--- src/rtl/serial_adder_sched.sv ---
// serial_adder_sched
//   Bit-serial add scheduler. Two requesters share one full-adder cell.
//   Each accepted request produces a WIDTH-bit sum and a carry-out. The sum
//   is computed LSB-first over WIDTH cycles, and the carry is held in a flop
//   between cycles.
//
// Ports
//   clk, rst_n            clock, asynchronous active-low reset
//   reqN_valid/ready      request handshake for requester N (N = 0, 1)
//   reqN_a, reqN_b        operands, sampled only on the transfer edge
//   reqN_cin              carry-in
//   res_valid/ready       result handshake
//   res_sum, res_cout     a + b + cin (low WIDTH bits) and the carry out of bit WIDTH-1
//   res_id                requester that owns the result

// Single full-adder cell shared by both requesters.
module serial_adder_sched_fa (
    input  logic a,
    input  logic b,
    input  logic cin,
    output logic sum,
    output logic cout
);
    assign sum  = a ^ b ^ cin;
    assign cout = (a & b) | (cin & (a ^ b));
endmodule

module serial_adder_sched #(
    parameter int WIDTH = 8
) (
    input  logic             clk,
    input  logic             rst_n,
    input  logic             req0_valid,
    output logic             req0_ready,
    input  logic [WIDTH-1:0] req0_a,
    input  logic [WIDTH-1:0] req0_b,
    input  logic             req0_cin,
    input  logic             req1_valid,
    output logic             req1_ready,
    input  logic [WIDTH-1:0] req1_a,
    input  logic [WIDTH-1:0] req1_b,
    input  logic             req1_cin,
    output logic             res_valid,
    input  logic             res_ready,
    output logic [WIDTH-1:0] res_sum,
    output logic             res_cout,
    output logic             res_id
);
    localparam int CW = $clog2(WIDTH + 1);

    typedef enum logic [1:0] {IDLE, ADD, DONE} state_t;

    state_t          state, state_nx;
    logic [WIDTH-1:0] sa, sb, ss;
    logic            c;
    logic [CW-1:0]   cnt;
    logic            ptr;
    logic            id;
    logic            fa_sum, fa_cout;
    logic            grant0, grant1;
    logic            last;
    logic            take;

    serial_adder_sched_fa u_fa (
        .a    (sa[0]),
        .b    (sb[0]),
        .cin  (c),
        .sum  (fa_sum),
        .cout (fa_cout)
    );

    // When both requesters are valid, ptr selects the winner.
    assign grant0 = req0_valid & (~req1_valid | ~ptr);
    assign grant1 = req1_valid & (~req0_valid |  ptr);
    assign last   = (cnt == CW'(WIDTH - 1));
    assign take   = req0_ready | req1_ready;

    // State register
    always_ff @(posedge clk or negedge rst_n) begin
        if (!rst_n) state <= IDLE;
        else        state <= state_nx;
    end

    // Next-state logic
    always_comb begin
        state_nx = state;
        unique case (state)
            IDLE:    if (take)      state_nx = ADD;
            ADD:     if (last)      state_nx = DONE;
            DONE:    if (res_ready) state_nx = IDLE;
            default:                state_nx = IDLE;
        endcase
    end

    // Output logic. rst_n is gated in so that both readies stay low
    // throughout reset, even though the state register already reads IDLE.
    always_comb begin
        req0_ready = rst_n & (state == IDLE) & grant0;
        req1_ready = rst_n & (state == IDLE) & grant1;
        res_valid  = (state == DONE);
    end

    // Datapath
    always_ff @(posedge clk or negedge rst_n) begin
        if (!rst_n) begin
            sa       <= '0;
            sb       <= '0;
            ss       <= '0;
            c        <= 1'b0;
            cnt      <= '0;
            ptr      <= 1'b0;
            id       <= 1'b0;
            res_sum  <= '0;
            res_cout <= 1'b0;
            res_id   <= 1'b0;
        end else begin
            unique case (state)
                IDLE: begin
                    if (take) begin
                        sa  <= req1_ready ? req1_a   : req0_a;
                        sb  <= req1_ready ? req1_b   : req0_b;
                        c   <= req1_ready ? req1_cin : req0_cin;
                        cnt <= '0;
                        id  <= req1_ready;
                        ptr <= ~req1_ready;
                    end
                end
                ADD: begin
                    ss  <= {fa_sum, ss[WIDTH-1:1]};
                    sa  <= sa >> 1;
                    sb  <= sb >> 1;
                    c   <= fa_cout;
                    cnt <= cnt + CW'(1);
                    // Capture the result directly from the last shift, so it
                    // is already valid in the first DONE cycle.
                    if (last) begin
                        res_sum  <= {fa_sum, ss[WIDTH-1:1]};
                        res_cout <= fa_cout;
                        res_id   <= id;
                    end
                end
                default: ;
            endcase
        end
    end
endmodule

--- config.mk ---
export PLATFORM = sky130hd
export DESIGN_NAME = serial_adder_sched
export DESIGN_NICKNAME = d
export VERILOG_FILES = /design/src/rtl/serial_adder_sched.sv
export SDC_FILE = /design/constraint.sdc
export NUM_CORES = 1
export LEC_CHECK = 0
export BUFFER_PORTS_ARGS = -buffer_cell sky130_fd_sc_hd__buf_2
export CAP_MARGIN = 20
export CORE_ASPECT_RATIO = 0.9
export CORE_MARGIN = 3
export CORE_UTILIZATION = 51
export CTS_CLUSTER_SIZE = 10
export DETAILED_ROUTE_END_ITERATION = 16
export GPL_ROUTABILITY_DRIVEN = 0
export HOLD_SLACK_MARGIN = 0.06
export PLACE_DENSITY = 0.81
export SKIP_LAST_GASP = 1
export SLEW_MARGIN = 0
export SYNTH_ARGS = -nofsm -noshare
export SYNTH_HDL_FRONTEND = slang
export SYNTH_SLANG_ARGS = --single-unit
--- constraint.sdc ---
create_clock -name clk -period 3.27 [get_ports clk]
set_input_delay 0.327 -clock clk [delete_from_list [all_inputs] [get_ports clk]]
set_output_delay 0.327 -clock clk [all_outputs]
set_load 0.02 [all_outputs]
==> key figures, run 1 <==
Status
  – Status: finished clean

GRT
  – Initial antenna violation count: 0
  – First-pass GRT wire length: 7870 µm
  – Overall Global Routing Usage: 0.210
  – Grt ovf: 0
  – Number of global-route vias before repair: 1720
  – Largest net degree at the start of global routing: 28

Detailed routing
  – Routed met1 length: 2110 µm
  – Initial DRC Count: 175
  – WL final: 4640 µm
  – DRC viols: 0
  – Met3 routed WL: 358 µm
  – Via count: 1773
  – Routed wl met2: 2140 µm
  – Drt via density: 5.61
  – Detailed Routing Iterations Pass 1: 4
  – DR top layer: met4
  – Post-route ant nets: 0
  – Drt wl/cell: 14.7 µm

Yosys
  – Syn avg cell area: 9.25 µm²
  – Seq/Total Area, Yosys: 0.505
  – Mapped cell area: 2080 µm²
  – Largest cells by area after synthesis: dfrtp_1 (50%), o31ai_1 (11%), nand2_1 (10%)
  – Post-Syn Instances: 225
  – Synth cell types: 28
  – Post-synth top area share: 0.505
  – Syn Nets: 266
  – Leading area contributor after synthesis: dfrtp_1
  – Synth Register Bits: 42
  – Synthesis Warnings: 0

Die
  – Starting Density: 0.546
  – # IOs: 52
  – Rows: 21
  – Chip Width: 73.4 µm
  – Core area: 3810 µm²
  – Die area: 4890 µm²
  – Die Ht: 66.6 µm

Timing
  – FMAX: 353 MHz
  – Max transition margin: 0.421
  – RSZ-0062 raised after global routing: false
  – Max Clock Skew: 5.81 ps
  – Final Setup Violations: 0
  – Worst-margin pin slew: 866 ps
  – Final TNS setup: 0 ps
  – Fin crit period: 2840 ps
  – Slew Viols, Final: 0
  – Setup WS post-layout: 433 ps
  – Period Utilization, post-route: 0.867
  – Hold Fails Final Rpt: 0

Finish
  – P&R area growth vs syn: 17.4%
  – Leading cell type in the layout, fill and taps excluded: nand2_1
  – Most frequent cells in the layout: nand2_1 (58), buf_2 (51), dfrtp_1 (42)
  – Final #Nets: 310
  – N_diodes: 0
  – Share of post-route cells with drive strength above 1: 0.274

Clocking
  – Clock-pin slew on the worst setup and hold paths: 70 ps
  – Clock latency on the worst-skew pair: 290 ps
  – Clock sink total: 42
  – Htree depth: 2
  – Clock root buffer: clkbuf_8
  – Number of CTS-inserted buffers: 5
  – Bufs on Longest Clock Path: 2
  – CTS tree: done
  – Setup Fix Bufs, Post-CTS: 0

Power and ir drop
  – Cell Pwr Density: 825 nW/µm²
  – Overall Power: 0.00202 W
  – Leak: 1.19 nW
  – VDD IR max: 0.412 mV

Placed design
  – Dpl hpwl: 3190 µm
  – PortBufs: 51
  – Pre-CTS setup slack: 699 ps

Critical path
  – Launch point of the worst reg-to-reg path: state[0]
  – Worst r2r path cells: 4
  – Worst R2R End: sb[6]
  – Worst Setup SP: rst_n
  – Crit end category: output pin
  – Req. time, crit path: 2940 ps
  – CP max FO: 20
  – Worst EP arrival: 2510 ps
  – Setup CP Type: in -> out
  – Reg2reg setup slack: 960 ps
  – Setup crit end: req1_ready
  – Startpoint types: input port

Worst hold path
  – Hold crit path type: in -> reg

Flow run
  – Max-cap violations: 0
## layout make-up
| class | count | area [µm²] |
|---|---|---|
| Timing Repair Buffer | 57 | 303 |
| Fill cell | 336 | 1370 |
| Tap cell | 46 | 57.6 |
| Inverter | 4 | 15.0 |
| Multi-Input combinational cell | 159 | 927 |
| Clock inverter | 1 | 5.00 |
| Clock buffer | 7 | 86.3 |
| Sequential cell | 42 | 1050 |
## state kept, by name, indices dropped and copies added (netlist names)
register,cells
ptr,1
sa,8
sb,8
res_sum,8
res_cout,1
res_id,1
state,2
id,1
ss,7
c,1
cnt,4
## cell families (layout without fill, tap and decap cells)
family                     after synthesis  after routing  synth area share
buffers and inverters                   24             69            0.0499
and+or+nand+nor                         71             71             0.140
xor gates and xnor gates                 1              1           0.00421
AOI/OAI and AO/OA                       73             73             0.222
adders and majority gates                2              2            0.0156
DFF                                     42             42             0.505
muxes                                   12             12            0.0637
## synth_stat cells
cell type and number:
xor2_1 1, nor2_1 4, nor2b_1 2, a21o_1 2, o31ai_2 1, ha_1 1
mux2i_1 2, buf_2 4, a21oi_1 31, nand2b_1 1, nand3_1 1, nor3_1 1
o31ai_1 31, buf_6 1, mux2_2 10, inv_1 4, fa_1 1, dfrtp_1 42
nand2_1 58, clkbuf_1 14, or3b_1 1, a22o_1 1, o21ai_0 6, o21a_1 1
nand3b_1 1, and3_1 1, clkbuf_2 1, nor3b_1 1
## routing by layer
| layer | track usage | up-vias |
|---|---|---|
| met4 | 0.0543 | 0 |
| met1 | 0.289 | 844 |
| met3 | 0.0649 | 4 |
| met2 | 0.324 | 59 |
| li1 | - | 866 |
| met5 | 0 | - |
## worst max-delay path: stages
cell and delay [ps]:
dlygate4sd3_1 520, buf_2 350, nor3b_1 300, nand3b_1 650, inv_1 170, buf_2 180
## power by group
part | switching [W] | internal [W]
combinational | 0.000448 | 0.000328
clock | 0.000169 | 0.000170
sequential | 0.000165 | 0.000736
total | 0.000783 | 0.00123
## per-stage QoR
| step | cells | area (µm²) | hold WS [ps] | utilization |
|---|---|---|---|---|
| floorplan | 225 | 2080 | 31.4 | - |
| global placement | 306 | 2340 | 268 | 0.613 |
| detailed placement | 306 | 2340 | 267 | 0.613 |
| CTS | 315 | 2440 | 285 | 0.640 |
| global route | 316 | 2440 | 306 | 0.642 |
| finish | 316 | 2440 | 295 | 0.642 |
## how the worst min path moves through the flow
stage / slack (ps) / cells after the start / to / from
floorplan: 30 / 0 / c / rst_n
finish: 290 / 3 / state[1] / res_ready
detailed placement: 270 / 1 / sa[4] / rst_n
global placement: 270 / 1 / sa[4] / rst_n
CTS: 290 / 3 / state[1] / res_ready
global route: 310 / 3 / state[1] / res_ready
## what timing repair did
item	CTS	global route
resized for setup	0	0
hold endpoints to repair	15	0
hold buffers	1	0
(Power assumes the default switching activity.)
==> inputs of run 2 (changes only) <==
- PLACE_DENSITY: 0.81 -> default
- PLACE_DENSITY_LB_ADDON: default -> 0.1
- SYNTH_HIERARCHICAL: default -> 1
==> run 2 against run 1 <==
  * Clock power rose by 45%
  * Global-route usage rose by 0.60 points
  * Total power rose by 7.3%
  * First-iteration DRC count fell by 6.9%
  * Register-to-register slack barely moved
  * Sequential share of layout area fell by 0.59 points
  * Cell area rose by 1.4%
  * Largest cell class unchanged
==> key figures, run 2 <==
Yosys
  – Post-synth top area share: 0.506 (+0.00122)
  – Fraction of registers with async set/reset: 1.00 (unchanged)
  – Number of synthesized flops with an enable pin: 0 (unchanged)
  – Largest cells by area after synthesis: dfrtp_1 (51%), o31ai_1 (12%), nand2_1 (10%)
  – Leading area contributor after synthesis: dfrtp_1
  – Cell with the most instances after synthesis: nand2_1
  – Synthesis Warnings: 6 (+6)
  – Syn avg cell area: 9.23 µm² (-0.24%)
  – Syn Nets: 266 (unchanged)
  – Synth cell types: 28 (unchanged)
  – Synth Flop Type: dfrtp_1
  – Mapped cell area: 2080 µm² (-0.24%)
  – Synth Register Bits: 42 (unchanged)
  – Seq/Total Area, Yosys: 0.506 (+0.00122)
  – Synth top cells by count: nand2_1 (58), dfrtp_1 (42), o31ai_1 (32), a21oi_1 (31), clkbuf_1 (13)
  – Post-Syn Instances: 225 (unchanged)

Finish
  – N_diodes: 0 (unchanged)
  – Top flop regs: res_sum (8), sa (8), sb (8)
  – P&R area growth vs syn: 19.3%
  – Final #Nets: 309 (-0.32%)
  – Share of post-route cells with drive strength above 1: 0.242 (-0.0324)
  – Most frequent cells in the layout: nand2_1 (58), buf_2 (51), dfrtp_1 (42)
  – Leading cell type in the layout, fill and taps excluded: nand2_1
  – Design area: 2480 µm² (+1.4%)

Clocking
  – Setup Fix Bufs, Post-CTS: 0 (unchanged)
  – Number of CTS-inserted buffers: 5 (unchanged)
  – Bufs on Longest Clock Path: 2 (unchanged)
  – Clock root buffer: clkbuf_8
  – Clock-pin slew on the worst setup and hold paths: 80 ps (about the same)
  – Clock sink total: 42 (unchanged)
  – Clock latency on the worst-skew pair: 290 ps (about the same)
  – Htree depth: 2 (unchanged)
  – CTS tree: done
  – Post-cts sizing count: 0 (unchanged)

Detailed routing
  – Via count: 1804 (+1.7%)
  – Post-route ant nets: 0 (unchanged)
  – Initial DRC Count: 163 (-6.9%)
  – Drt via density: 5.73 (+2.1%)
  – Drt wl/cell: 15.5 µm (+5.6%)
  – DRC viols: 0 (unchanged)
  – Detailed Routing Iterations Pass 1: 4 (unchanged)
  – WL final: 4880 µm (+5.2%)

GRT
  – Grt ovf: 0 (unchanged)
  – Number of global-route vias before repair: 1702 (-1.0%)
  – First-pass GRT wire length: 8090 µm (+2.8%)
  – Largest net degree at the start of global routing: 36 (+29%)
  – Initial antenna violation count: 0 (unchanged)
  – Overall Global Routing Usage: 0.216 (+0.00599)

Timing
  – Slew Viols, Final: 0 (unchanged)
  – Max Clock Skew: 6.09 ps (+0.281 ps)
  – Final Setup Violations: 0 (unchanged)
  – RSZ-0062 raised after global routing: false
  – Fin crit period: 2670 ps (-166 ps)
  – Final TNS setup: 0 ps (unchanged)
  – Hold Fails Final Rpt: 0 (unchanged)
  – Worst-margin pin slew: 1080 ps (+212 ps)
  – Max transition margin: 0.279 (-0.142)
  – FMAX: 374 MHz (+6.2%)
  – Period Utilization, post-route: 0.817 (-0.0509)

Critical path
  – Crit-path most repeated cell: buf_2
  – Worst r2r path cells: 4 (unchanged)
  – Worst EP arrival: 2340 ps (-170 ps)
  – Crit-path leading delay family: buffers and inverters
  – CP max FO: 20 (unchanged)
  – Buf/Inv on CP: 4 (unchanged)
  – CP max stage delay: 640 ps (about the same)
  – Setup CP Type: in -> out
  – WP depth: 6 (unchanged)
  – Startpoint types: input port
  – Cells along the critical path: dlygate4sd3_1 > buf_2 > nor3b_1 > nand3b_1 > inv_2 > buf_2
  – Critical path's slowest cell: nand3b_1
  – Crit end category: output pin
  – Req. time, crit path: 2940 ps (about the same)

Die
  – Core area: 3810 µm² (unchanged)
  – Chip Width: 73.3 µm (-0.11%)
  – # IOs: 52 (unchanged)
  – Rows: 21 (unchanged)
  – Die Ht: 66.5 µm (-0.11%)
  – Starting Density: 0.545 (-0.00131)
  – Die area: 4880 µm² (-0.22%)

Status
  – Status: finished clean

Flow run
  – Max-cap violations: 0 (unchanged)

Power and ir drop
  – VDD IR max: 0.459 mV (+12%)
  – Leak: 1.20 nW (+1.1%)
  – Cell Pwr Density: 873 nW/µm² (+5.9%)

Placed design
  – PortBufs: 51 (unchanged)
  – Cell area after placement: 2320 µm² (-0.54%)
  – Dpl hpwl: 3300 µm (+3.4%)

Worst hold path
  – Hold depth: 3 (unchanged)
  – Hold crit path type: in -> reg
==> run 2: cell count changes after synthesis, moves of 2 or more <==
cell,before,now
o21ai_0,6,0
inv_2,0,2
o21ai_1,0,6
inv_1,4,2
mux2_1,0,10
mux2_2,10,0
==> run 2: metrics by stage <==
step	instances	setup slack, ps	utilization	hold WS (ps)	total power [W]
global placement	305	800	0.610	207	0.00165
global route	315	397	0.651	293	0.00233
floorplan	225	1690	-	31.4	0.00145
CTS	314	471	0.649	300	0.00217
detailed placement	305	741	0.610	208	0.00168
finish	315	600	0.651	302	0.00216
==> run 2: layout make-up <==
type,instances,area [µm²]
Sequential cell,42,1050
Multi-Input combinational cell,159,922
Tap cell,46,57.6
Timing Repair Buffer,56,295
Inverter,4,15.0
Fill cell,326,1330
Clock inverter,3,68.8
Clock buffer,5,68.8
==> run 2: worst min-delay path: stages <==
cell and delay [ps]:
buf_2 90, inv_1 40, a21o_1 100
==> run 2: repair_timing <==
action	4_1_cts	5_1_grt
endpoints found under the hold margin	7	0
setup endpoints to repair	0	0
hold buffers	1	0
==> run 2: kinds of logic (layout without fill, tap and decap cells) <==
| family | Yosys count | after routing | synth area share |
|---|---|---|---|
| buffers and inverters | 24 | 68 | 0.0500 |
| adder cells (fa/ha/maj) | 2 | 2 | 0.0157 |
| AND/OR/NAND/NOR | 71 | 71 | 0.140 |
| AO/OA/AOI/OAI | 73 | 73 | 0.220 |
| multiplexers | 12 | 12 | 0.0639 |
| flip-flops | 42 | 42 | 0.506 |
| XOR/XNOR | 1 | 1 | 0.00422 |
==> run 2: power breakdown <==
part	switching (W)	internal, W	total (W)
Sequential	0.000170	0.000736	0.000906
Combinational	0.000455	0.000312	0.000767
Clock	0.000186	0.000306	0.000492
==> run 2: final timing paths <==
kind                       startpoint    endpoint  slack, ps
max in group asynchronous       rst_n      cnt[0]       2130
min in group asynchronous       rst_n       sb[4]        430
setup reg to reg             state[0]       sb[7]        960
setup / recovery                rst_n  req1_ready        600
hold / removal              res_ready    state[1]        300
hold reg to reg                 ss[1]       ss[1]        480
==> run 2: layer usage <==
metal / vias up / track usage / wire length, µm
met5: - / 0 / 0
met4: 0 / 0.0622 / 26
met3: 2 / 0.0664 / 340
met2: 59 / 0.327 / 2300
met1: 874 / 0.298 / 2220
li1: 869 / - / -
